$ cat src/rtl/hexdump_ctrl_if.sv
// hexdump_ctrl_if: handshake bundle between the word producer, the hex dump
// sequencer and the downstream char sink.
//   in_data / in_data_valid / in_eol / out_data_ready : upstream word handshake
//   out_char / out_char_valid / in_char_ready         : downstream char handshake
//   out_busy                                          : sequencer not in IDLE
// Modports: master drives the upstream word and the sink ready (producer/sink
// side); slave is the sequencer itself.
interface hexdump_ctrl_if #(
    parameter int DATA_WIDTH = 16,
    parameter int CHAR_SIZE  = 8
);
    logic [DATA_WIDTH-1:0] in_data;
    logic                  in_data_valid;
    logic                  in_eol;
    logic                  out_data_ready;
    logic [CHAR_SIZE-1:0]  out_char;
    logic                  out_char_valid;
    logic                  in_char_ready;
    logic                  out_busy;

    modport master (
        output in_data, in_data_valid, in_eol, in_char_ready,
        input  out_data_ready, out_char, out_char_valid, out_busy
    );

    modport slave (
        input  in_data, in_data_valid, in_eol, in_char_ready,
        output out_data_ready, out_char, out_char_valid, out_busy
    );
endinterface

$ cat src/rtl/hexdump_ctrl.sv
// hexdump_ctrl: turns binary words into a lowercase ASCII hex dump, one char
// per cycle, MS nibble first. After each word it emits SEP_CHAR, or CR LF when
// the word closes a line (WORDS_PER_LINE words, or in_eol sampled with it).
//   in_clk : clock, rising edge
//   in_rst : synchronous active-high reset
//   bus    : hexdump_ctrl_if.slave (word in, char out, busy)
// All outputs are registered; they are computed from the next state.
module hexdump_ctrl #(
    parameter int          DATA_WIDTH     = 16,
    parameter int          CHAR_SIZE      = 8,
    parameter int          DIGIT_SIZE     = 4,
    parameter int          WORDS_PER_LINE = 8,
    parameter logic [7:0]  SEP_CHAR       = 8'h20
) (
    input  logic           in_clk,
    input  logic           in_rst,
    hexdump_ctrl_if.slave  bus
);
    localparam int NUM_DIGITS = DATA_WIDTH / DIGIT_SIZE;
    localparam int IDX_W      = (NUM_DIGITS > 1) ? $clog2(NUM_DIGITS) : 1;
    localparam int CNT_W      = $clog2(WORDS_PER_LINE) + 1;
    localparam logic [IDX_W-1:0] LAST_IDX  = IDX_W'(NUM_DIGITS - 1);
    localparam logic [CNT_W-1:0] LAST_WORD = CNT_W'(WORDS_PER_LINE - 1);

    typedef enum logic [2:0] {IDLE, DIGIT, SEP, CR, LF} state_t;

    state_t                state_q, state_d;
    logic [DATA_WIDTH-1:0] data_q, data_d;
    logic [IDX_W-1:0]      idx_q, idx_d;
    logic [CNT_W-1:0]      cnt_q, cnt_d;
    logic                  eol_q, eol_d;
    logic [CHAR_SIZE-1:0]  char_q, char_d;
    logic                  valid_q, valid_d;
    logic                  ready_q, ready_d;
    logic                  busy_q, busy_d;

    logic                  xfer;
    logic [DATA_WIDTH-1:0] shifted;
    logic [3:0]            nib;
    logic [7:0]            hex;

    assign xfer = valid_q & bus.in_char_ready;

    always_comb begin
        state_d = state_q;
        data_d  = data_q;
        idx_d   = idx_q;
        cnt_d   = cnt_q;
        eol_d   = eol_q;
        unique case (state_q)
            IDLE: begin
                // ready_q is only high in IDLE, so it doubles as the state gate
                if (bus.in_data_valid && ready_q) begin
                    data_d  = bus.in_data;
                    eol_d   = bus.in_eol;
                    idx_d   = '0;
                    state_d = DIGIT;
                end
            end
            DIGIT: begin
                if (xfer) begin
                    if (idx_q != LAST_IDX)
                        idx_d = idx_q + 1'b1;
                    else if (eol_q || cnt_q == LAST_WORD)
                        state_d = CR;
                    else
                        state_d = SEP;
                end
            end
            SEP: begin
                if (xfer) begin
                    cnt_d   = cnt_q + 1'b1;
                    state_d = IDLE;
                end
            end
            CR: begin
                if (xfer) state_d = LF;
            end
            LF: begin
                if (xfer) begin
                    cnt_d   = '0;
                    eol_d   = 1'b0;
                    state_d = IDLE;
                end
            end
            default: state_d = IDLE;
        endcase
    end

    // Single nibble->hex path: shift the selected nibble to the top and convert.
    always_comb begin
        shifted = data_d << (idx_d * DIGIT_SIZE);
        nib     = shifted[DATA_WIDTH-1 -: 4];
        if (nib < 4'd10) hex = 8'h30 + {4'b0, nib};
        else             hex = 8'h57 + {4'b0, nib};   // 8'h57 + 10 = 'a'
    end

    always_comb begin
        valid_d = (state_d != IDLE);
        busy_d  = (state_d != IDLE);
        ready_d = (state_d == IDLE);
        unique case (state_d)
            DIGIT:   char_d = CHAR_SIZE'(hex);
            SEP:     char_d = CHAR_SIZE'(SEP_CHAR);
            CR:      char_d = CHAR_SIZE'(8'h0d);
            LF:      char_d = CHAR_SIZE'(8'h0a);
            default: char_d = '0;
        endcase
    end

    always_ff @(posedge in_clk) begin
        if (in_rst) begin
            state_q <= IDLE;
            data_q  <= '0;
            idx_q   <= '0;
            cnt_q   <= '0;
            eol_q   <= 1'b0;
            char_q  <= '0;
            valid_q <= 1'b0;
            ready_q <= 1'b1;
            busy_q  <= 1'b0;
        end else begin
            state_q <= state_d;
            data_q  <= data_d;
            idx_q   <= idx_d;
            cnt_q   <= cnt_d;
            eol_q   <= eol_d;
            char_q  <= char_d;
            valid_q <= valid_d;
            ready_q <= ready_d;
            busy_q  <= busy_d;
        end
    end

    assign bus.out_char       = char_q;
    assign bus.out_char_valid = valid_q;
    assign bus.out_data_ready = ready_q;
    assign bus.out_busy       = busy_q;
endmodule
$ cat src/flat_wrapper.sv
// flat-port wrapper written by rule: the top's interface ports become plain ports
module hexdump_ctrl_flat 
#(
    parameter int          DATA_WIDTH     = 16,
    parameter int          CHAR_SIZE      = 8,
    parameter int          DIGIT_SIZE     = 4,
    parameter int          WORDS_PER_LINE = 8,
    parameter logic [7:0]  SEP_CHAR       = 8'h20
)
  (in_clk, in_rst, bus_in_data, bus_in_data_valid, bus_in_eol, bus_in_char_ready, bus_out_data_ready, bus_out_char, bus_out_char_valid, bus_out_busy);
  hexdump_ctrl_if #(.DATA_WIDTH(DATA_WIDTH), .CHAR_SIZE(CHAR_SIZE)) bus_i ();
  input  logic in_clk;
  input  logic in_rst;
  input wire logic [$bits(bus_i.in_data)-1:0] bus_in_data;
  input wire logic [$bits(bus_i.in_data_valid)-1:0] bus_in_data_valid;
  input wire logic [$bits(bus_i.in_eol)-1:0] bus_in_eol;
  input wire logic [$bits(bus_i.in_char_ready)-1:0] bus_in_char_ready;
  output wire logic [$bits(bus_i.out_data_ready)-1:0] bus_out_data_ready;
  output wire logic [$bits(bus_i.out_char)-1:0] bus_out_char;
  output wire logic [$bits(bus_i.out_char_valid)-1:0] bus_out_char_valid;
  output wire logic [$bits(bus_i.out_busy)-1:0] bus_out_busy;
  assign bus_i.in_data = bus_in_data;
  assign bus_i.in_data_valid = bus_in_data_valid;
  assign bus_i.in_eol = bus_in_eol;
  assign bus_i.in_char_ready = bus_in_char_ready;
  assign bus_out_data_ready = bus_i.out_data_ready;
  assign bus_out_char = bus_i.out_char;
  assign bus_out_char_valid = bus_i.out_char_valid;
  assign bus_out_busy = bus_i.out_busy;
  hexdump_ctrl #(.DATA_WIDTH(DATA_WIDTH), .CHAR_SIZE(CHAR_SIZE), .DIGIT_SIZE(DIGIT_SIZE), .WORDS_PER_LINE(WORDS_PER_LINE), .SEP_CHAR(SEP_CHAR)) u_core (.in_clk(in_clk), .in_rst(in_rst), .bus(bus_i));
endmodule
$ cat config.mk
export PLATFORM = sky130hd
export DESIGN_NAME = hexdump_ctrl_flat
export DESIGN_NICKNAME = d
export VERILOG_FILES = /design/src/rtl/hexdump_ctrl_if.sv /design/src/rtl/hexdump_ctrl.sv /design/src/flat_wrapper.sv
export SDC_FILE = /design/constraint.sdc
export NUM_CORES = 1
export LEC_CHECK = 0
export BUFFER_PORTS_ARGS = -buffer_cell sky130_fd_sc_hd__buf_2
export CAP_MARGIN = 20
export CELL_PAD_IN_SITES_DETAIL_PLACEMENT = 0
export CELL_PAD_IN_SITES_GLOBAL_PLACEMENT = 1
export CORE_MARGIN = 2
export CORE_UTILIZATION = 41
export DETAILED_ROUTE_END_ITERATION = 10
export GPL_ROUTABILITY_DRIVEN = 0
export GPL_TIMING_DRIVEN = 0
export HOLD_SLACK_MARGIN = 0.15
export PLACE_DENSITY_LB_ADDON = 0.1
export REMOVE_ABC_BUFFERS = 1
export SETUP_SLACK_MARGIN = 0.02
export SYNTH_ARGS = -nofsm -noshare
export SYNTH_HDL_FRONTEND = slang
export SYNTH_SLANG_ARGS = --single-unit
$ cat constraint.sdc
create_clock -name in_clk -period 2.5 [get_ports in_clk]
set_input_delay 0 -clock in_clk [delete_from_list [all_inputs] [get_ports in_clk]]
set_output_delay 0 -clock in_clk [all_outputs]
set_load 0.01 [all_outputs]
# Word-level counts from Yosys, hierarchy flattened
# Index checks and enable logic that the tools add are counted.
[totals]
reg_bits = 36
out_inout_bits = 11
[op_classes]
add_sub_neg = 4
magnitude_cmp = 1
n_eq_ne = 13
shifts = 1
mux = 21
n_bitwise = 1
reduce_logical = 10
[ops]
columns = ["op", "count"]
rows = [
  ["16-bit two-way mux", 2],
  ["8-bit case mux with 4 select lines", 1],
  ["16-bit by 4-bit left shift with 16-bit output", 1],
  ["3-bit two-way mux", 5],
  ["3-bit by 2-bit == test with 1-bit output, second input constant", 4],
  ["3-bit case mux with 4 select lines", 1],
  ["7-bit by 4-bit adder with 8-bit output, first input constant", 1],
  ["4-bit two-way mux", 2],
  ["8-bit two-way mux", 1],
  ["4-bit case mux with 2 select lines", 1],
  ["6-bit by 4-bit adder with 7-bit output, first input constant", 1],
  ["3-bit by 1-bit == test with 1-bit output, second input constant", 2],
  ["3-bit == test, second input constant", 2],
  ["3-bit logical NOT", 2],
  ["2-bit two-way mux", 3],
  ["2-bit by 1-bit inequality test with 1-bit output, second input constant", 3],
  ["3-bit AND reduction", 2],
  ["4-bit by 1-bit adder with 4-bit output, second input constant", 1],
  ["4-bit by 3-bit == test with 1-bit output, second input constant", 1],
  ["4-bit less-than comparator, second input constant", 1],
  ["2-bit case mux with 2 select lines", 1],
  ["2-bit nonzero test", 2],
  ["1-bit two-way mux", 3],
  ["3-bit nonzero test", 1],
  ["7 further kinds", 7],
]

# Depth between registers and ports, before layout
[logic_depth]
word_depth = 8
depth_mapped = 9

# Least setup slack after synthesis
# No wires, ideal clock.
[synth_path]
kind = "register to register"
start = "register u_core.state_q[1]"
end = "register u_core.char_q[2], in the netlist u_core.bus.out_char[2]"
setup_time_ns = 0.120
arrival_time_ns = 2.162
t_required_ns = 2.380
path_slack_ns = 0.218
stages_incl_launch_ff = 10
n_path_buf = 2
period_less_slack_ns = 2.282
cell_sequence = "dfxtp_1 buf_6 and3b_1 buf_6 nand4b_4 and3_4 o32a_2 ha_1 and4b_1 o31a_1"
[synth_between]
elab_chain_cells = 6
[synth_lines]
columns = ["element", "line_no", "rtl"]
rows = [
  ["from (decl)", "hexdump_ctrl.sv:27", "state_t state_q, state_d;"],
  ["from (signal assigned)", "hexdump_ctrl.sv:123", "state_q <= state_d;"],
  ["3-bit by 1-bit == test with 1-bit output / 3-bit logical NOT (equally long branches)", "hexdump_ctrl.sv:50", "unique case (state_q)"],
  ["2-bit case mux with 2 select lines / 16-bit two-way mux (equally long branches)", "hexdump_ctrl.sv:50", ""],
  ["16-bit by 4-bit left shift with 16-bit output", "hexdump_ctrl.sv:92", "shifted = data_d << (idx_d * DIGIT_SIZE);"],
  ["7-bit by 4-bit adder with 8-bit output (tied with other cells)", "hexdump_ctrl.sv:95", "else hex = 8'h57 + {4'b0, nib};"],
  ["8-bit two-way mux", "hexdump_ctrl.sv:94", "if (nib < 4'd10) hex = 8'h30 + {4'b0, nib};"],
  ["8-bit case mux with 4 select lines (*)", "hexdump_ctrl.sv:102", "unique case (state_d)"],
  ["to (signal assigned)", "hexdump_ctrl.sv:128", "char_q <= char_d;"],
  ["to (decl)", "hexdump_ctrl.sv:32", "logic [CHAR_SIZE-1:0] char_q, char_d;"],
]
# Every way passes the cells marked *; elsewhere a longest branch is shown, timed or not.
# A chain may end at the register's enable or synchronous reset.

# Final worst setup path
[layout_path]
start = "register u_core.state_q[2]"
end = "register u_core.char_q[2], in the netlist u_core.bus.out_char[2]"
# Same word-level chain as after synthesis.

==> flow_summary.json <==
{
  "firstDrtPassIters": 4,
  "cts.clk_slew.worst_paths_ns": 0.08,
  "worst-path-stages": 9,
  "critPathMaxFanout": 11,
  "layout_commonest_cell": "dfxtp_1",
  "ios": 32,
  "drv_slew": 0,
  "cts_htree_levels": 2,
  "yosysTopAreaCell": "dfxtp_1",
  "p_total_mw": 1.410,
  "cts.sinks": 35,
  "grt_pass1_vias": 1588,
  "diodes": 0,
  "core_area_um2": 4294,
  "synthTopCellsByArea": "dfxtp_1 (39%), nand2_1 (6.0%), a21oi_1 (4.4%), o21ba_2 (3.3%), a211oi_1 (2.9%)",
  "routed_wl_mm": 4.086,
  "synth_edf_count": 0,
  "rsz0062_at_grt": "no",
  "dieArea_um2": 4937,
  "drive_gt1_share_pct": 29.15,
  "overflow": 0,
  "multiInputGateArea_um2": 1037,
  "clk_latency_ns": 0.30,
  "dr_total_vias": 1641,
  "fmax_mhz": 421.0,
  "hold_viol_final": 0,
  "syn_area_per_cell_um2": 9.002,
  "cellLeakagePower_nw": 0.9460,
  "placed_cell_area_um2": 1909,
  "irDropWorstVdd_uv": 416.9,
  "antenna_found_initial": 0,
  "drt_iter0_markers": 101,
  "status": "finished, final reports clean",
  "grt_util_all_layers_pct": 17.77,
  "path_buf_inv": 2,
  "startpoint_type": "flip-flop",
  "synth_cells": 200,
  "slew_headroom_pct": 52.73,
  "synth_cell_types": 56,
  "finClkSkew_ns": 0.01320,
  "synth-main-ff-cell": "dfxtp_1",
  "routedWlPerCell_um": 13.67,
  "synth_area_um2": 1800,
  "fp.dieW_um": 70.27,
  "slowest_stage": "o32a_2",
  "path_cells": "nor4b_4 -> buf_4 -> buf_6 -> and3_2 -> a211oi_1 -> o32a_2 -> ha_4 -> and4b_1 -> o31a_1",
  "vias_per_cell": 5.488,
  "nets": 269,
  "ys.warnings.count": 0,
  "cts_buffer_depth": 2,
  "cpLargestDelayFamily": "compound AO/OA/AOI/OAI gates",
  "fillers": 414,
  "fp.dieH_um": 70.27,
  "synth_seq_cells": 35,
  "ff2ff_path_depth": 9,
  "min_path_type": "input port to flip-flop",
  "clockRootBuffer": "clkbuf_8",
  "worst_slew_pin_slew_ns": 0.7091,
  "rows": 24,
  "ff_latch_area_um2": 711.9,
  "yosys.area.top_type_share_pct": 38.92,
  "crit_type": "flip-flop to flip-flop",
  "hold_path_depth": 4,
  "seq_area_frac_synth_pct": 38.92,
  "most-common-layout-cells": "dfxtp_1 (32), buf_2 (30), nand2_1 (28), dlygate4sd3_1 (20), a21oi_1 (16)",
  "grt_max_degree": 28,
  "fin_area_um2": 2342,
  "p_per_area_nw_per_um2": 602.1,
  "drcViolationCount": 0,
  "crit_required_ns": 2.68,
  "port_buffers": 30,
  "critPathMaxStageDelay_ns": 0.42,
  "grt_first_pass_wirelength_mm": 7.058,
  "cp.arrival_ns": 2.55,
  "drtAntennaViolNets": 0,
  "setup_tns_ns": 0,
  "initial_core_util_pct": 41.93,
  "setup_viol": 0,
  "min_period_ns": 2.375,
  "cap_viol_max_count": 0,
  "numCtsBuffers": 5,
  "dpl.hpwl_mm": 2.654,
  "tritoncts": "done",
  "async_flop_share_pct": 0,
  "area_delta_synth_final_pct": 30.09,
  "end_kind": "flip-flop",
  "min_period_over_period_pct": 95.01
}
[timing repair]
action	in CTS	in global routing
endpoints found under the hold margin	21	0
endpoints found under the setup margin	6	2
hold buffers	20	0
pin swaps	2	2
setup buffers	4	2
gates resized for setup	10	8
[flip-flops by register name, summed over array words and instances (netlist names)]
name	count
u_core.data_q	16
u_core.bus.out_char	7
u_core.cnt_q	4
u_core.state_q	3
u_core.idx_q	2
u_core.bus.out_char_valid	1
u_core.bus.out_data_ready	1
u_core.eol_q	1
[layout make-up]
type | instances | area share [%]
flip-flops and latches | 35 | 30.40
clock inverters | 2 | 1.496
inverters | 3 | 0.4808
repair buffers | 56 | 17.04
clock buffers | 6 | 3.526
well taps | 52 | 2.778
multi-input cells | 145 | 44.28
[worst register-to-register path: cells and delay by family, from the launching register on]
kind / cells / cell delay (ns)
AO/OA/AOI/OAI: 3 / 0.74
AND/OR/NAND/NOR: 3 / 0.68
flip-flops: 1 / 0.37
buffers and inverters: 2 / 0.29
adder cells (fa/ha/maj): 1 / 0.18
[worst paths after layout]
kind / from / to / slack [ns]
worst max-delay path: u_core.state_q[2] / u_core.bus.out_char[2] / 0.12
worst min-delay path: bus_in_data_valid / u_core.data_q[8] / 0.29
worst max register to register: u_core.state_q[2] / u_core.bus.out_char[2] / 0.12
worst min register to register: u_core.data_q[12] / u_core.data_q[12] / 0.46
[stage by stage]
| step | hold WS (ns) | setup WS, ns | util [%] | cells |
|---|---|---|---|---|
| after global routing | 0.3260 | 0.04977 | 54.55 | 299 |
| after CTS | 0.2844 | 0.05093 | 53.15 | 297 |
| after detailed placement | 0.2446 | -0.8049 | 44.46 | 265 |
| after floorplan | 0.06907 | -0.2257 | - | 183 |
| final | 0.2896 | 0.1248 | 54.55 | 299 |
| after global placement | 0.2414 | -0.7420 | 44.46 | 265 |
[per-layer routing]
metal / vias up / GRT usage (%) / part of all wire, %
met2: 45 / 29.14 / 48
li1: 823 / - / -
met4: 0 / 5.128 / 1.3
met3: 6 / 5.772 / 6.0
met1: 767 / 22.25 / 45
met5: - / 0 / 0
[cells in the mapped netlist (2+ instances only)]
library cell and n:
a211oi_1 7, a21boi_0 6, a21oi_1 16, a31oi_1 2, and3_1 2, and3_2 5, buf_4 5, buf_6 3
clkbuf_1 8, dfxtp_1 35, ha_1 2, inv_1 3, mux2i_1 2, nand2_1 29, nand2b_1 3, nand4_1 3
nor2_1 6, nor2b_1 6, nor3_1 8, o2111ai_1 3, o21ai_0 2, o21ba_2 6, o21bai_1 3, xor2_1 3
[cells by family after synthesis]
kind of cell / after synthesis / share of synthesized area, %
adders and majority gates: 2 / 1.390
and+or+nand+nor: 74 / 23.42
muxes: 2 / 1.112
other: 1 / 0.2083
xor gates and xnor gates: 4 / 1.946
buffers and inverters: 20 / 6.532
DFF: 35 / 38.92
AOI/OAI and AO/OA: 62 / 26.48
[power by group]
group / switching (mW) / internal [mW]
combinational: 0.138 / 0.134
sequential: 0.0182 / 0.588
clock: 0.210 / 0.323
total: 0.366 / 1.04
Note: power is estimated with default switching activity, not from simulation.
